--- src/rtl/coord_bcd_converter.sv ---
// Converts three snapshotted binary coordinates to packed BCD with one shared double-dabble engine.
// Latency: done appears 34 cycles after start is sampled (NUM_CH*(DATA_W+1)+1); start is ignored while busy.
module coord_bcd_converter #(
    parameter int DATA_W     = 10,
    parameter int NUM_DIGITS = 4,
    parameter int NUM_CH     = 3
) (
    input  logic                    clk,
    input  logic                    rst_n,
    input  logic                    start,
    input  logic [DATA_W-1:0]       x,
    input  logic [DATA_W-1:0]       y,
    input  logic [DATA_W-1:0]       z,
    output logic                    busy,
    output logic                    done,
    output logic                    valid,
    output logic [4*NUM_DIGITS-1:0] x_bcd,
    output logic [4*NUM_DIGITS-1:0] y_bcd,
    output logic [4*NUM_DIGITS-1:0] z_bcd
);

    localparam int BCD_W = 4 * NUM_DIGITS;
    localparam int CNT_W = $clog2(DATA_W + 1);
    localparam int CH_W  = (NUM_CH > 1) ? $clog2(NUM_CH) : 1;

    typedef enum logic [1:0] {
        IDLE  = 2'd0,
        LOAD  = 2'd1,
        SHIFT = 2'd2,
        DONE  = 2'd3
    } state_t;

    state_t state;
    state_t state_nxt;

    logic [DATA_W-1:0] snap   [NUM_CH];
    logic [BCD_W-1:0]  result [NUM_CH];
    logic [BCD_W-1:0]  bcd_q  [NUM_CH];

    logic [DATA_W-1:0] bin;
    logic [BCD_W-1:0]  scratch;
    logic [BCD_W-1:0]  scratch_adj;
    logic [BCD_W-1:0]  scratch_shift;
    logic [CNT_W-1:0]  cnt;
    logic [CH_W-1:0]   ch;
    logic              last_bit;
    logic              last_ch;

    // Each nibble is corrected on its own; a corrected nibble never exceeds 12, so no carry leaves it.
    always_comb begin
        scratch_adj = scratch;
        for (int i = 0; i < NUM_DIGITS; i++) begin
            if (scratch[4*i +: 4] >= 4'd5) begin
                scratch_adj[4*i +: 4] = scratch[4*i +: 4] + 4'd3;
            end
        end
        scratch_shift = {scratch_adj[BCD_W-2:0], bin[DATA_W-1]};
    end

    assign last_bit = (cnt == CNT_W'(1));
    assign last_ch  = (ch == CH_W'(NUM_CH - 1));

    always_ff @(posedge clk or negedge rst_n) begin
        if (!rst_n) begin
            state <= IDLE;
        end else begin
            state <= state_nxt;
        end
    end

    always_comb begin
        state_nxt = state;
        case (state)
            IDLE:    if (start) state_nxt = LOAD;
            LOAD:    state_nxt = SHIFT;
            SHIFT: begin
                if (last_bit) begin
                    state_nxt = last_ch ? DONE : LOAD;
                end
            end
            DONE:    state_nxt = IDLE;
            default: state_nxt = IDLE;
        endcase
    end

    assign busy = (state != IDLE);
    assign done = (state == DONE);

    always_ff @(posedge clk or negedge rst_n) begin
        if (!rst_n) begin
            for (int i = 0; i < NUM_CH; i++) begin
                snap[i]   <= '0;
                result[i] <= '0;
                bcd_q[i]  <= '0;
            end
            bin     <= '0;
            scratch <= '0;
            cnt     <= '0;
            ch      <= '0;
            valid   <= 1'b0;
        end else begin
            case (state)
                IDLE: begin
                    if (start) begin
                        snap[0] <= x;
                        snap[1] <= y;
                        snap[2] <= z;
                        ch      <= '0;
                    end
                end
                LOAD: begin
                    bin     <= snap[ch];
                    scratch <= '0;
                    cnt     <= CNT_W'(DATA_W);
                end
                SHIFT: begin
                    scratch <= scratch_shift;
                    bin     <= {bin[DATA_W-2:0], 1'b0};
                    cnt     <= cnt - CNT_W'(1);
                    if (last_bit) begin
                        result[ch] <= scratch_shift;
                        if (last_ch) begin
                            // Publish all channels together with the edge that raises done.
                            for (int i = 0; i < NUM_CH; i++) begin
                                bcd_q[i] <= (i == NUM_CH - 1) ? scratch_shift : result[i];
                            end
                            valid <= 1'b1;
                        end else begin
                            ch <= ch + CH_W'(1);
                        end
                    end
                end
                default: ;
            endcase
        end
    end

    assign x_bcd = bcd_q[0];
    assign y_bcd = bcd_q[1];
    assign z_bcd = bcd_q[2];

endmodule

--- config.mk ---
export PLATFORM = sky130hd
export DESIGN_NAME = coord_bcd_converter
export DESIGN_NICKNAME = d
export VERILOG_FILES = /design/src/rtl/coord_bcd_converter.sv
export SDC_FILE = /design/constraint.sdc
export NUM_CORES = 1
export LEC_CHECK = 0
export BUFFER_PORTS_ARGS = -buffer_cell sky130_fd_sc_hd__buf_4
export CAP_MARGIN = 40
export CORE_AREA = 2 2 111 113
export CTS_BUF_LIST = sky130_fd_sc_hd__clkbuf_8
export CTS_CLUSTER_DIAMETER = 100
export DETAILED_ROUTE_END_ITERATION = 6
export DIE_AREA = 0 0 113 115
export GPL_TIMING_DRIVEN = 0
export PLACE_DENSITY = 0.77
export SYNTH_ARGS = -nofsm -noshare
export SYNTH_HDL_FRONTEND = slang
export SYNTH_SLANG_ARGS = --single-unit
--- constraint.sdc ---
create_clock -name clk -period 2.05 [get_ports clk]
set_clock_uncertainty 0.05 [all_clocks]
set_input_delay 0.41 -clock clk [delete_from_list [all_inputs] [get_ports clk]]
set_output_delay 0.41 -clock clk [all_outputs]
set_load 0.02 [all_outputs]
==> flow_summary.json, run 1 <==
{
  "row_count": 40,
  "synth.yosys.seq_area_share_pct": 58.0,
  "antenna_found_initial": 0,
  "finalMaxSlewViolations": 0,
  "viasPerCell": 5.57,
  "start_util_pct": 52.9,
  "yosysTopAreaCell": "dfrtp_1",
  "first_iter_violations": 186,
  "syn_area_mm2": 0.00625,
  "combPwrFrac_pct": 25.3,
  "crit_required_ns": 2.33,
  "htree_levels": 4,
  "crit_path_max_fanout": 19,
  "grt_pass1_vias": 4104,
  "synthCells": 457,
  "clock_sinks": 145,
  "power_w": 0.00777,
  "wl_per_cell_um": 17.2,
  "startpoint": "cnt[1]",
  "p_int_w": 0.00536,
  "critPathCaptureType": "flip-flop",
  "io_buffers": 83,
  "reg2reg_to": "x_bcd[12]",
  "worstRegToRegCells": 7,
  "place_congestion": 0.762,
  "cts_buffers": 17,
  "fp.dieW_um": 113,
  "yosys_warnings": 0,
  "areaGrowthSynthToFinish_pct": 20.5,
  "grt_remaining_overflow": 0,
  "synth-edff-count": 0,
  "rsz0062_at_grt": "true",
  "crit_path_end": "x_bcd[12]",
  "dp_slack_ns": -0.371,
  "synthTopCellsByArea": "dfrtp_1 (58%), mux2_2 (20%), ha_1 (3.4%), mux2_4 (2.2%), nand2_1 (1.7%)",
  "layout_common_cells": "dfrtp_1 (144), mux2_2 (111), buf_4 (86), nand2_1 (29), o21ai_0 (21)",
  "synth_top_area_share_pct": 58.0,
  "antennaDiodeCount": 0,
  "clockRootBuffer": "clkbuf_8",
  "synth_nets": 507,
  "fin_ws_ns": 0.0434,
  "synth_flop_cell": "dfrtp_1",
  "grt_pass1_wl_um": 20300,
  "dr.pass1.iters": 6,
  "vias": 4002,
  "switchingPower_w": 0.00241,
  "synth_cell_types": 34,
  "clk_latency_ns": 0.45,
  "clockPowerShare_pct": 28.3,
  "synthArstFlopShare_pct": 100,
  "min_path_type": "input pin to flip-flop",
  "p_leak_nw": 3.78,
  "whs_ns": 0.141,
  "violations": "design-rule violations",
  "status": "finished with violations",
  "grt_util_all_layers_pct": 20.3,
  "clock.fmax_mhz": 498,
  "clk_pin_slew_worst_paths_ns": 0.08,
  "timing.final.crit_share_pct": 97.9,
  "worstSetupStartpointType": "flip-flop",
  "wl_um": 12300,
  "fin_setup_tns_ns": 0,
  "ant_nets": 0,
  "core_mm2": 0.0118,
  "period_needed_ns": 2.01,
  "ys_seq_elements": 145,
  "final_nets": 609,
  "p_seq_share_pct": 46.4,
  "reg2reg_setup_slack_ns": 0.04,
  "syn_area_per_cell_um2": 13.7,
  "cts_tree": "yes",
  "rr_startpoint": "cnt[1]",
  "swShare_pct": 31.0,
  "slew_headroom_pct": 52.8,
  "hold_violations": 0,
  "power.density_mw_per_mm2": 1030,
  "drive_gt1_share_pct": 44.3,
  "pin_count": 84,
  "clockBufferDepth": 2,
  "maxCapViolations": 0,
  "cp_data_arrival_time_ns": 2.29,
  "die_h_um": 115,
  "drc": 2,
  "dp_hpwl_um": 8670,
  "worst_pin_slew_ns": 0.709,
  "dieArea_mm2": 0.0130,
  "grt_start_max_net_pins": 80,
  "setup_viol": 0,
  "peakVddDrop_uv": 702,
  "mostFrequentLayoutCell": "dfrtp_1",
  "crit_type": "flip-flop to flip-flop"
}
[worst min-delay path by stage]
stage          startpoint  endpoint  cells past startpoint
2_1_floorplan       rst_n    bin[0]                      0
3_3_place_gp        valid     valid                      1
3_5_place_dp        valid     valid                      1
4_1_cts              z[3]   snap[3]                      2
5_1_grt              y[4]  snap[14]                      2
6_report             y[5]  snap[15]                      2
[cell type report]
| type | instances | area, µm² |
|---|---|---|
| multi-input combinational | 272 | 2480 |
| clock inverter | 11 | 113 |
| sequential | 145 | 3630 |
| timing repair buffer | 86 | 672 |
| tap | 147 | 184 |
| inverter | 19 | 71.3 |
| buffer | 18 | 105 |
| clock buffer | 20 | 275 |
| fill | 902 | 4280 |
[layer usage]
layer	global-route usage [%]	wire, µm
met1	24.9	5230
met4	8.70	243
met3	5.11	629
met5	0	0
met2	34.6	6230
[sequential cells by signal, indices dropped and copies added, names as in the netlist]
name	cells
ch	2
cnt	4
valid	1
z_bcd	16
y_bcd	16
result	32
x_bcd	16
bin	10
snap	30
scratch	16
state	2
[power groups by stage]
stage / Sequential, W / Combinational, W / Clock [W]
6_report: 0.00361 / 0.00197 / 0.00220
3_3_place_gp: 0.00362 / 0.00185 / 0
3_5_place_dp: 0.00365 / 0.00192 / 0
2_1_floorplan: 0.00356 / 0.00140 / 0
4_1_cts: 0.00360 / 0.00196 / 0.00225
5_1_grt: 0.00366 / 0.00219 / 0.00238
[per-stage QoR]
step	area, µm²	util, %	instances
global route	7530	63.8	718
detailed placement	7090	60.0	688
CTS	7490	63.4	718
floorplan	6250	-	457
finish	7530	63.8	718
global placement	7060	59.8	687
[critical path: stages, from the launching register on]
cell,delay [ns]
dfrtp_1,0.39
inv_1,0.08
ha_1,0.16
or3b_4,0.40
nor2_4,0.17
nand2_2,0.11
buf_6,0.20
mux2_4,0.32
[cells by family (layout without fill, tap and decap cells)]
family	Yosys count	count (layout)	share of synthesized area (%)
flops	145	145	58.0
mux	125	125	23.0
compound gates	68	68	7.80
simple gates	58	58	4.48
buf+inv	40	154	2.76
fa+ha+maj	17	17	3.40
xor+xnor	4	4	0.560
[cells in the mapped netlist (2+ instances only)]
cell,count
dfrtp_1,145
mux2_2,111
nand2_1,29
o21ai_0,21
inv_1,19
ha_1,17
clkbuf_1,12
a22o_1,11
nand2b_1,10
a221oi_1,9
mux2_4,9
o2bb2ai_1,9
nor2_1,8
a21oi_1,7
buf_2,6
mux2i_1,5
a32o_1,4
xnor2_1,4
nand2_2,3
a31oi_1,2
buf_6,2
nand3_1,2
[what timing repair did]
item / 4_1_cts / 5_1_grt
pin swaps: 1 / 1
hold buffers: 1 / 0
gates resized for setup: 5 / 18
buffers inserted: 1 / 0
endpoints found under the setup margin: 72 / 69
gates cloned: 0 / 0
hold endpoints to repair: 78 / 0
No activity file was read; power rests on OpenSTA's default activity.
==> inputs of run 2 (changes only) <==
- REMOVE_ABC_BUFFERS: unset -> 1
==> run 2 against run 1 <==
The run ends with design-rule violations, negative setup slack left. Via count grew 0.15%. Die area is the same. Wire length grew 3.1%. Design area grew 5.2%. Sequential power is essentially flat. Final cell count grew 0.84%. Critical path depth grew 1. Global-route usage is essentially flat. Total power grew 9.7%. Combinational power grew 16%. Register-to-register slack lost 0.06 ns. Critical path type unchanged. Critical endpoint is now x_bcd[7]. Largest power group unchanged.
==> flow_summary.json, run 2 (synthesized netlist as in run 1, its figures left out) <==
{
  "min_path_type": "input pin to flip-flop",
  "pin_count": 84,
  "clk_pin_slew_worst_paths_ns": 0.07,
  "clk_latency_ns": 0.44,
  "setup_viol": 9,
  "antennaDiodeCount": 0,
  "largest_reg_flops": 32,
  "layout_common_cells": "dfrtp_1 (143), mux2_2 (111), buf_4 (93), nand2_1 (29), o21ai_0 (21)",
  "cp_cell_sequence": "inv_2 > ha_4 > or3b_4 > nor2_4 > buf_12 > nand2_8 > buf_16 > mux2_4",
  "status": "finished with violations",
  "worst_pin_slew_ns": 0.662,
  "grt_start_max_net_pins": 98,
  "seq_area_mm2": 0.00363,
  "grt_pass1_wl_um": 20600,
  "wl_um": 12700,
  "die_h_um": 115,
  "multi_input_area_mm2": 0.00256,
  "min_from": "y[5]",
  "fp.dieW_um": 113,
  "first_iter_violations": 257,
  "maxCapViolations": 0,
  "mostFrequentLayoutCell": "dfrtp_1",
  "clockBufferDepth": 2,
  "areaGrowthSynthToFinish_pct": 26.8,
  "timing.final.crit_share_pct": 101,
  "violations": "design-rule violations, negative setup slack",
  "grt_util_all_layers_pct": 20.3,
  "slowest_stage": "dfrtp_1",
  "holdPathEnd": "snap[15]",
  "clock.fmax_mhz": 485,
  "power.density_mw_per_mm2": 1080,
  "top_regs": "result x32, snap x30",
  "row_count": 40,
  "clock_sinks": 145,
  "cp_data_arrival_time_ns": 2.34,
  "worstSetupStartpointType": "flip-flop",
  "grt_remaining_overflow": 0,
  "peakVddDrop_uv": 706,
  "dr.pass1.iters": 6,
  "drive_gt1_share_pct": 47.8,
  "viasPerCell": 5.54,
  "critPathTopFamily": "simple AND/OR/NAND/NOR gates",
  "whs_ns": 0.147,
  "final_nets": 615,
  "htree_levels": 4,
  "cts_tree": "yes",
  "crit_required_ns": 2.33,
  "rr_startpoint": "cnt[1]",
  "worstRegToRegCells": 8,
  "crit_path_max_incr_delay_ns": 0.40,
  "hold_violations": 0,
  "ant_nets": 0,
  "period_needed_ns": 2.06,
  "core_mm2": 0.0118,
  "fillCellCount": 849,
  "critPathCaptureType": "flip-flop",
  "utilization_pct": 67.1,
  "vias": 4008,
  "regMostFlops": "result",
  "reg2reg_setup_slack_ns": -0.01,
  "rsz0062_at_grt": "true",
  "crit_buf_inv": 3,
  "clockRootBuffer": "clkbuf_8",
  "drc": 4,
  "antenna_found_initial": 0,
  "p_leak_nw": 3.93,
  "cts_buffers": 17,
  "crit_path_max_fanout": 6,
  "reg2reg_to": "x_bcd[7]",
  "dp_hpwl_um": 7590,
  "slew_headroom_pct": 55.7,
  "finalMaxSlewViolations": 0,
  "place_congestion": 0.766,
  "io_buffers": 83,
  "grt_pass1_vias": 4165,
  "fin_setup_tns_ns": -0.0558,
  "fin_ws_ns": -0.0127,
  "worstHoldPathCells": 2,
  "start_util_pct": 52.9,
  "crit_type": "flip-flop to flip-flop",
  "dieArea_mm2": 0.0130,
  "wl_per_cell_um": 17.6
}
## run 2: cell types whose count changed in the layout (fill, tap and decap cells not counted), sizes merged
cell,delta
buf,+11
bufinv,+4
clkbuf,-8
clkinvlp,+1
inv,-3
nand2,+1
## run 2: per-layer routing
metal  up-vias  global-route usage (%)  part of all wire, %
li1       1851                       -                    -
met1      2039                    25.4                   43
met2       101                    34.3                   51
met3        17                    5.01                  4.5
met4         0                    7.97                  1.4
met5         -                       0                    0
## run 2: repair_timing
item / 4_1_cts / 5_1_grt
hold buffers: 1 / 0
endpoints found under the hold margin: 48 / 0
gates resized for setup: 18 / 10
setup buffers: 10 / 5
cloned: 2 / 4
setup endpoints to repair: 111 / 106
pin swaps: 1 / 1
## run 2: layout make-up
| class | instances | share of cell area (%) |
|---|---|---|
| Clock buffer | 19 | 3.30 |
| Timing Repair Buffer | 108 | 12.5 |
| Timing Repair inverter | 1 | 0.0947 |
| Sequential cell | 145 | 45.8 |
| Tap cell | 147 | 2.32 |
| Clock inverter | 12 | 2.68 |
| Inverter | 19 | 0.995 |
| Multi-Input combinational cell | 273 | 32.3 |
## run 2: worst max-delay path by stage
| stage | from | to | cells past startpoint |
|---|---|---|---|
| 2_1_floorplan | state[0] | x_bcd[10] | 6 |
| 3_3_place_gp | state[0] | x_bcd[7] | 6 |
| 3_5_place_dp | state[0] | scratch[11] | 6 |
| 4_1_cts | cnt[1] | x_bcd[7] | 8 |
| 5_1_grt | cnt[1] | x_bcd[9] | 8 |
| 6_report | cnt[1] | x_bcd[7] | 8 |
## run 2: where the power goes
group          total (W)  internal (W)  switching [W]
Clock            0.00264       0.00162        0.00102
Sequential       0.00361       0.00334       0.000277
Combinational    0.00228       0.00108        0.00120
Total            0.00853       0.00604        0.00249
## run 2: through the flow
stage                     cell area, µm²  instances  setup WS (ns)  power [W]
final                               7930        724        -0.0127    0.00853
after global routing                7930        724        -0.0580    0.00901
after CTS                           7750        715        -0.0179    0.00849
after detailed placement            7070        671         -0.993    0.00556
after global placement              6960        666          -1.43    0.00537
after floorplan                     6150        436         -0.614    0.00490
